$ cat src/rtl/bpf_sel_seq.sv
// Band-pass filter selector: maps tuned frequency to a band through a programmable
// edge/code table with hysteresis and sequences relays break-before-make under mute.
// Optional macro BPF_PTT_LOCK_EN freezes band changes while transmitting.
module bpf_sel_seq #(
    parameter int FREQ_W     = 16,
    parameter int NUM_BANDS  = 6,
    parameter int SEL_W      = 3,
    parameter int HYST       = 2,
    parameter int BREAK_CYC  = 4,
    parameter int SETTLE_CYC = 16,
    parameter int BREAK_CODE = 4,
    parameter int RESET_CODE = 7,
    localparam int BAND_W    = (NUM_BANDS > 1) ? $clog2(NUM_BANDS) : 1
) (
    input  logic              clock,
    input  logic              reset,
    input  logic [FREQ_W-1:0] freq,
    input  logic              cfg_we,
    input  logic              cfg_sel,
    input  logic [BAND_W-1:0] cfg_addr,
    input  logic [FREQ_W-1:0] cfg_data,
    input  logic              vhf,
    input  logic              vhf_sda,
    input  logic              vhf_scl,
    input  logic              ptt,
    output logic [SEL_W-1:0]  bpf_out,
    output logic [SEL_W-1:0]  bpf_oe,
    output logic              mute,
    output logic              busy,
    output logic [BAND_W-1:0] band
);

    localparam logic [2:0] ST_IDLE   = 3'd0;
    localparam logic [2:0] ST_SCAN   = 3'd1;
    localparam logic [2:0] ST_DECIDE = 3'd2;
    localparam logic [2:0] ST_BREAK  = 3'd3;
    localparam logic [2:0] ST_MAKE   = 3'd4;

    localparam int CNT_MAX = (BREAK_CYC > SETTLE_CYC) ? BREAK_CYC : SETTLE_CYC;
    localparam int CNT_W   = $clog2(CNT_MAX + 1);

    localparam logic [SEL_W-1:0]  BRK_CODE  = SEL_W'(BREAK_CODE);
    localparam logic [SEL_W-1:0]  RST_CODE  = SEL_W'(RESET_CODE);
    localparam logic [BAND_W-1:0] LAST_BAND = BAND_W'(NUM_BANDS - 1);
    localparam logic [BAND_W-1:0] LAST_EDGE = BAND_W'(NUM_BANDS - 2);
    localparam logic [FREQ_W:0]   HYST_X    = (FREQ_W + 1)'(HYST);

    function automatic logic [FREQ_W-1:0] edge_default(input int i);
        case (i)
            0:       return FREQ_W'(38);
            1:       return FREQ_W'(91);
            2:       return FREQ_W'(191);
            3:       return FREQ_W'(305);
            4:       return FREQ_W'(534);
            default: return {FREQ_W{1'b1}};
        endcase
    endfunction

    function automatic logic [SEL_W-1:0] code_default(input int i);
        case (i)
            0:       return SEL_W'(6);
            1:       return SEL_W'(2);
            2:       return SEL_W'(0);
            3:       return SEL_W'(3);
            4:       return SEL_W'(1);
            default: return RST_CODE;
        endcase
    endfunction

    logic [FREQ_W-1:0] edge_tab [NUM_BANDS];
    logic [SEL_W-1:0]  code_tab [NUM_BANDS];

    logic [2:0]        state;
    logic [FREQ_W-1:0] freq_q, freq_s, last_eval;
    logic              eval_valid, cfg_pend;
    logic [BAND_W-1:0] scan_idx, target, band_q;
    logic [SEL_W-1:0]  code_q, next_code;
    logic              mute_q;
    logic [CNT_W-1:0]  cnt;

    logic              cfg_wr;
    logic [FREQ_W-1:0] edge_cur, edge_below;
    logic              go_up, go_dn;
    logic              ptt_hold, ptt_abort;

    assign cfg_wr = cfg_we && (32'(cfg_addr) < NUM_BANDS);

    // The last band is the open-ended bypass, so its edge entry stays at all-ones.
    always_ff @(posedge clock) begin
        if (reset) begin
            for (int i = 0; i < NUM_BANDS; i++) begin
                edge_tab[i] <= edge_default(i);
                code_tab[i] <= code_default(i);
            end
        end else if (cfg_wr) begin
            if (cfg_sel)
                code_tab[cfg_addr] <= cfg_data[SEL_W-1:0];
            else if (32'(cfg_addr) < NUM_BANDS - 1)
                edge_tab[cfg_addr] <= cfg_data;
        end
    end

    always_ff @(posedge clock) begin
        freq_q <= freq;
    end

`ifdef BPF_PTT_LOCK_EN
    logic ptt_q;
    always_ff @(posedge clock) begin
        if (reset) ptt_q <= 1'b0;
        else       ptt_q <= ptt;
    end
    assign ptt_hold  = ptt;
    assign ptt_abort = ptt && !ptt_q;
`else
    logic unused_ptt;
    assign unused_ptt = ptt;
    assign ptt_hold   = 1'b0;
    assign ptt_abort  = 1'b0;
`endif

    // Hysteresis compares are one bit wider so edge + HYST cannot wrap.
    assign edge_cur   = edge_tab[band_q];
    assign edge_below = (band_q == '0) ? '0 : edge_tab[band_q - BAND_W'(1)];
    assign go_up = (target > band_q) && ({1'b0, freq_s} > ({1'b0, edge_cur} + HYST_X));
    assign go_dn = (target < band_q) && (({1'b0, freq_s} + HYST_X) <= {1'b0, edge_below});

    always_ff @(posedge clock) begin
        if (reset) begin
            state      <= ST_IDLE;
            freq_s     <= '0;
            last_eval  <= '0;
            eval_valid <= 1'b0;
            cfg_pend   <= 1'b0;
            scan_idx   <= '0;
            target     <= '0;
            band_q     <= LAST_BAND;
            code_q     <= RST_CODE;
            next_code  <= RST_CODE;
            mute_q     <= 1'b0;
            cnt        <= '0;
        end else begin
            if (cfg_wr) cfg_pend <= 1'b1;
            case (state)
                ST_IDLE: begin
                    if (!ptt_hold && (freq_q != last_eval || !eval_valid || cfg_pend)) begin
                        state      <= ST_SCAN;
                        freq_s     <= freq_q;
                        last_eval  <= freq_q;
                        eval_valid <= 1'b1;
                        cfg_pend   <= 1'b0;
                        scan_idx   <= '0;
                    end
                end
                ST_SCAN: begin
                    // An aborted evaluation is forgotten so it reruns once ptt drops.
                    if (ptt_abort) begin
                        state      <= ST_IDLE;
                        eval_valid <= 1'b0;
                    end else if (freq_s <= edge_tab[scan_idx]) begin
                        target <= scan_idx;
                        state  <= ST_DECIDE;
                    end else if (scan_idx == LAST_EDGE) begin
                        target <= LAST_BAND;
                        state  <= ST_DECIDE;
                    end else begin
                        scan_idx <= scan_idx + BAND_W'(1);
                    end
                end
                ST_DECIDE: begin
                    if (ptt_abort) begin
                        state      <= ST_IDLE;
                        eval_valid <= 1'b0;
                    end else if (go_up || go_dn) begin
                        state     <= ST_BREAK;
                        code_q    <= BRK_CODE;
                        next_code <= code_tab[target];
                        mute_q    <= 1'b1;
                        cnt       <= CNT_W'(BREAK_CYC - 1);
                    end else begin
                        state <= ST_IDLE;
                    end
                end
                ST_BREAK: begin
                    if (cnt == '0) begin
                        state  <= ST_MAKE;
                        code_q <= next_code;
                        band_q <= target;
                        cnt    <= CNT_W'(SETTLE_CYC - 1);
                    end else begin
                        cnt <= cnt - CNT_W'(1);
                    end
                end
                ST_MAKE: begin
                    if (cnt == '0) begin
                        state  <= ST_IDLE;
                        mute_q <= 1'b0;
                    end else begin
                        cnt <= cnt - CNT_W'(1);
                    end
                end
                default: state <= ST_IDLE;
            endcase
        end
    end

    // In VHF mode bits 0/2 become open-drain I2C lines: drive low or release.
    always_comb begin
        bpf_out = code_q;
        bpf_oe  = '1;
        if (vhf) begin
            bpf_out[0] = 1'b0;
            bpf_out[2] = 1'b0;
            bpf_oe[0]  = !vhf_sda;
            bpf_oe[2]  = !vhf_scl;
        end
    end

    assign mute = mute_q;
    assign busy = (state != ST_IDLE);
    assign band = band_q;

endmodule

$ cat config.mk
export PLATFORM = sky130hd
export DESIGN_NAME = bpf_sel_seq
export DESIGN_NICKNAME = d
export VERILOG_FILES = /design/src/rtl/bpf_sel_seq.sv
export SDC_FILE = /design/constraint.sdc
export NUM_CORES = 1
export LEC_CHECK = 0
export BUFFER_PORTS_ARGS = -buffer_cell sky130_fd_sc_hd__buf_2
export CAP_MARGIN = 0
export CELL_PAD_IN_SITES_DETAIL_PLACEMENT = 0
export CELL_PAD_IN_SITES_GLOBAL_PLACEMENT = 1
export CORE_MARGIN = 4
export CORE_UTILIZATION = 48
export CTS_CLUSTER_DIAMETER = 150
export DETAILED_ROUTE_END_ITERATION = 10
export GPL_TIMING_DRIVEN = 0
export PLACE_DENSITY_LB_ADDON = 0.25
export SLEW_MARGIN = 20
export SYNTH_ARGS = -nofsm -noshare
export SYNTH_HDL_FRONTEND = slang
export SYNTH_SLANG_ARGS = --single-unit
$ cat constraint.sdc
create_clock -name clock -period 4.9 [get_ports clock]
set_input_delay 0.245 -clock clock [delete_from_list [all_inputs] [get_ports clock]]
set_output_delay 0.245 -clock clock [all_outputs]
set_load 0.1 [all_outputs]
After elaboration in Yosys (flattened, before gate mapping) --
Memory sizes are Yosys's and may differ from the RTL's. A register that Yosys moved wholly into a read port is not among the register bits. Index checks and enable logic that the tools add are counted.
Storage, ports and cells: output and inout port bits 11, ROM bits 0, latch bits 0, bits in writable memories 114, flip-flop bits (word level) 55, memories kept 2
Memory list:
- edge_tab | depth 6, width 16, rd ports 3, clocked after memory_dff 2, wr ports 6, RTL line 70 | logic [FREQ_W-1:0] edge_tab [NUM_BANDS];
- code_tab | depth 6, width 3, rd ports 1, clocked after memory_dff 1, wr ports 6, RTL line 71 | logic [SEL_W-1:0] code_tab [NUM_BANDS];
Operators by class: bitwise logic cells 0, divide/modulo/power cells 0, shift operators 0, muxes and demuxes 64, add/subtract/negate cells 5, $lt $le $gt $ge 7, reduce and logical (&&, ||, !) cells 29, equal/unequal tests 14, $mul 0
Operators with widths (count):
- 16-bit two-way mux | 8
- 3-bit two-way mux | 25
- 16-bit by 2-bit adder with 17-bit output, second input constant | 2
- 1-bit two-way mux | 22
- 16-bit by 17-bit > comparator with 1-bit output | 1
- 17-bit by 16-bit <= comparator with 1-bit output | 1
- 16-bit <= comparator | 1
- 16-bit != test | 1
- 16-bit OR reduction | 1
- 5-bit two-way mux | 3
- 3-bit case mux with 5 select lines | 1
- 5-bit case mux with 3 select lines | 1
- 2-bit != test, second input constant | 7
- 3-bit case mux with 2 select lines | 2
- 3-bit AND reduction | 3
- 2-bit AND reduction | 4
- 4-bit AND reduction | 2
- 2-bit nonzero test | 4
- 3-bit by 2-bit == test with 1-bit output, second input constant | 2
- 3-bit == test, second input constant | 2
- 3-bit logical NOT | 2
- 3-bit less-than comparator, second input constant | 2
- 3-bit nonzero test | 2
- 5-bit logical NOT | 1
- 13 further kinds | 19

Logic depth before layout (Yosys ltp) --
word-level depth 8, gate-level depth with buffers 18, depth with buffers taken out 15

Worst setup path before layout --
OpenSTA, ideal clock, no wires.
path kind reg-to-reg, from reg band_q[0] (netlist: band[0]), to reg code_q[1], setup time 0.122 ns, period minus slack after synthesis 5.150 ns, arrival 5.028 ns, buffers on the path 4, slack -0.250 ns, stages on the path, launching flop included 18, cells stage by stage dfxtp_1 -> clkbuf_1 -> buf_1 -> inv_1 -> ha_1 -> xor2_1 -> clkbuf_1 -> mux2_2 -> nand2_1 -> ha_1 -> a21o_1 -> a21o_1 -> a221oi_1 -> o211ai_1 -> a21oi_1 -> a21oi_2 -> buf_6 -> a221o_1
Between the ends: cells in the longest elaborated chain, start to end 8
RTL lines:
- start, declared | RTL line 76 | logic [BAND_W-1:0] scan_idx, target, band_q;
- start signal, assigned | RTL line 188 | band_q <= target;
- 3-bit by 1-bit subtractor with 3-bit output | RTL line 124 | assign edge_below = (band_q == '0) ? '0 : edge_tab[band_q - BAND_W'(1)];
- memory read 6 x 16 bit
- 16-bit two-way mux | RTL line 124
- 17-bit by 16-bit <= comparator with 1-bit output | RTL line 126 | assign go_dn = (target < band_q) && (({1'b0, freq_s} + HYST_X) <= {1'b0, edge_below});
- 1-bit logical AND | RTL line 126
- 1-bit logical OR * | RTL line 174 | end else if (go_up || go_dn) begin
- 2-bit != test (no line) *
- 3-bit AND reduction (no line) *
- end signal, assigned | RTL line 187 | code_q <= next_code;
- end, declared | RTL line 77 | logic [SEL_W-1:0] code_q, next_code;
Every way passes the cells marked *; elsewhere a longest branch is shown, timed or not. A chain may end at the register's enable or synchronous reset.

Final worst setup path --
Same ends and word-level chain as after synthesis.

==> metrics <==
Fmax=213 MHz; nets=1266; Sw Share=35.3%; Slowest cell on crit path=dfxtp_2; worst r2r src=band[0]$_SDFFE_PP1P_; share of layout cells above drive strength 1=21.3%; GR Util All Layers=24.7%; CP arrival=5.12 ns; area grow syn2layout=14.2%; Commonest cells post-synth=152 x edfxtp_1, 108 x nand2_1, 96 x nor2_1; outcome=finished clean; worst hold path class=input pin to register; critical path cell sequence=buf_4 > inv_1 > ha_1 > clkbuf_2 > mux4_2 > mux2_2 > nand2_1 > ha_1 > nand4_1 > o221ai_1 > a221oi_1 > o211ai_1 > a21oi_1 > a21oi_2 > buf_6 > a221o_1; Starting Density=48.9%; Cells on Worst Hold Path=2; P_leak=5.62 nW; largest net degree at the start of global routing=17; R2R depth=16; first-pass GRT wire length=54200 um; Non-Filler Instances=1518; #FFs+latches synth=216; Worst setup SP type=register; final hold viol count=0; Logic pwr share=34.8%; H-tree levels=1; DIE WIDTH=171 um; hold wc startpoint=cfg_data[10]; Port Buffers=50; row count=59; core box area=26100 um^2; drt via density=5.94; # fillers=2212; I/O Pins=54; HPWL after DPL=26000 um; measured slew at the worst slew-check pin=1.09 ns; Crit path top cell by count=ha_1; Cell Int Power=4.10 mW; Synth Area per Inst=12.3 um^2; pwr dens=436 nW/um^2; Overflow after GRT=0; drt pass-1 iters=7; initial drt markers=1039; final slew viol count=0; cell taking the most area after synthesis=edfxtp_1; DRC viols=0; Critical Path RT=5.33 ns; synth top area cells=edfxtp_1 36%, mux4_2 17%, dfxtp_1 10%; Final min period=4.69 ns; RSZ-0062 raised after global routing=no; Most used DFF post-synth=edfxtp_1; setup violators final=0; reg-to-reg slack, setup=0.21 ns; NetSw=2.24 mW; n_diodes=0; Routed WL=35600 um; placed insts=1458; Fin Hold WS=0.0329 ns; gpl congestion=0.864; Clock Path Buffers=3; hold endpoint=edge_tab[4][10]$_SDFFCE_PN0P_; initial antenna violation count=0; critical path peak fanout=10; clock root buffer=clkbuf_16; Tcrit/Tclk final=95.7%; clock share of power=28.3%; vias in the first global route=9139; Sequential cell area=5850 um^2; # Max-Cap Violations=0; CTS tree=built; Vert. Die Dim=171 um; total setup buffers inserted after CTS=0; cell with the most instances after synthesis=edfxtp_1; Mapped Area=12700 um^2; Max-slew headroom=26.5%; Worst Setup Path Type=register to register; sequential fraction of design power=37.0%; Clock transition at path regs=0.06 ns; footprint of the multi-input gates=6610 um^2; Clk Latency, worst-skew pair=0.54 ns; DR vias=9014; RR Endpoint=code_q[1]$_SDFFE_PP1P_; Yosys cell types=70; CTS buffer count=25; YS warnings=0; Async SR Flop Fraction=0%; Die ar.=29200 um^2; number of synthesized flops with an enable pin=152; post-synthesis sequential area ratio=45.9%; crit end category=register; worst vdd ir=0.339 mV; Syn Inst Count=1035; CTS sink count=216; CP max stage delay=0.52 ns; Final Skew=0.0134 ns; drt wl/cell=23.4 um; antenna-violating nets left=0; post-synth top area share=35.9%
logic make-up after synthesis:
logic type / after synthesis / synth area share, %
xor gates and xnor gates: 44 / 3.03
and+or+nand+nor: 348 / 13.1
adders and majority gates: 58 / 5.70
muxes: 154 / 22.7
AOI/OAI and AO/OA: 114 / 6.03
DFF: 216 / 45.9
buffers and inverters: 99 / 3.48
other: 2 / 0.0590
routing by layer:
| metal | global-route usage [%] | up-vias | share of wire [%] |
|---|---|---|---|
| li1 | - | 4148 | - |
| met3 | 5.36 | 76 | 8.1 |
| met5 | 0 | - | 0 |
| met1 | 33.8 | 4392 | 42 |
| met2 | 39.6 | 398 | 47 |
| met4 | 7.82 | 0 | 3.6 |
layout by cell type, fill, tap and decap left out, types with 9 or more instances in the layout:
cell type	Yosys	layout
a21oi_1	43	43
and3_1	21	21
buf_1	11	9
buf_2	8	59
clkbuf_1	35	34
clkbuf_16	0	25
conb_1	2	39
dfxtp_1	64	63
dlygate4sd3_1	0	16
edfxtp_1	152	152
ha_1	58	58
inv_1	37	37
mux2_2	22	22
mux2i_1	29	29
mux4_2	94	94
nand2_1	108	108
nand2b_1	16	16
nand3_1	26	26
nand4_1	12	12
nor2_1	96	96
nor2b_1	15	15
nor3_1	15	14
o21ai_0	11	11
xnor2_1	19	19
xor2_1	25	24
power groups by stage:
stage | Sequential, mW | Combinational (mW) | Clock (mW)
5_1_grt | 2.37 | 2.42 | 1.91
3_3_place_gp | 2.36 | 2.14 | 0
2_1_floorplan | 2.33 | 1.59 | 0
3_5_place_dp | 2.37 | 2.17 | 0
4_1_cts | 2.34 | 2.19 | 1.82
6_report | 2.34 | 2.20 | 1.79
per-stage QoR:
step	util (%)	instance area [um^2]	total power [mW]	setup WS, ns	setup TNS [ns]
5_1_grt	55.8	14500	6.70	0.0118	0
3_5_place_dp	52.0	13600	4.53	-1.40	-17.60
6_report	55.8	14500	6.34	0.210	0
2_1_floorplan	-	12900	3.92	0.0627	0
3_3_place_gp	52.0	13500	4.50	-1.27	-15.96
4_1_cts	55.7	14500	6.35	0.180	0
sequential cells by signal (all words and copies together) (netlist names), 5 cells and up, named ones only:
signal     flops
edge_tab     128
cnt            5
last_eval     16
freq_q        16
code_tab      24
worst max-delay path, delay by kind of cell (launching register included):
kind | cells | cell delay, ns
flip-flops | 1 | 0.52
AND/OR/NAND/NOR | 2 | 0.23
multiplexers | 2 | 0.72
adder cells (fa/ha/maj) | 2 | 0.70
AO/OA/AOI/OAI | 6 | 1.31
buffers and inverters | 4 | 1.08
cell type report:
class / count / area share, %
Buffer: 61 / 2.14
Clock buffer: 30 / 4.43
Multi-Input combinational cell: 757 / 45.5
Clock inverter: 15 / 0.938
Tap cell: 335 / 2.88
Timing Repair Buffer: 67 / 2.93
Inverter: 37 / 0.956
Sequential cell: 216 / 40.2
repair_timing:
action,CTS,global route
setup endpoints to repair,14,12
hold buffers,16,0
resized for setup,12,2
endpoints found under the hold margin,16,0
worst max path at each step:
stage	startpoint	endpoint	slack, ns	cells past startpoint
2_1_floorplan	band[0]$_SDFFE_PP1P_	code_q[1]$_SDFFE_PP1P_	0.06	17
3_3_place_gp	band[0]$_SDFFE_PP1P_	code_q[1]$_SDFFE_PP1P_	-1.27	17
3_5_place_dp	band[0]$_SDFFE_PP1P_	code_q[1]$_SDFFE_PP1P_	-1.40	17
4_1_cts	register	next_code[2]$_SDFFE_PP1P_	0.18	17
5_1_grt	band[0]$_SDFFE_PP1P_	code_q[1]$_SDFFE_PP1P_	0.01	16
6_report	band[0]$_SDFFE_PP1P_	code_q[1]$_SDFFE_PP1P_	0.21	16
No activity file was read; power rests on OpenSTA's default activity.
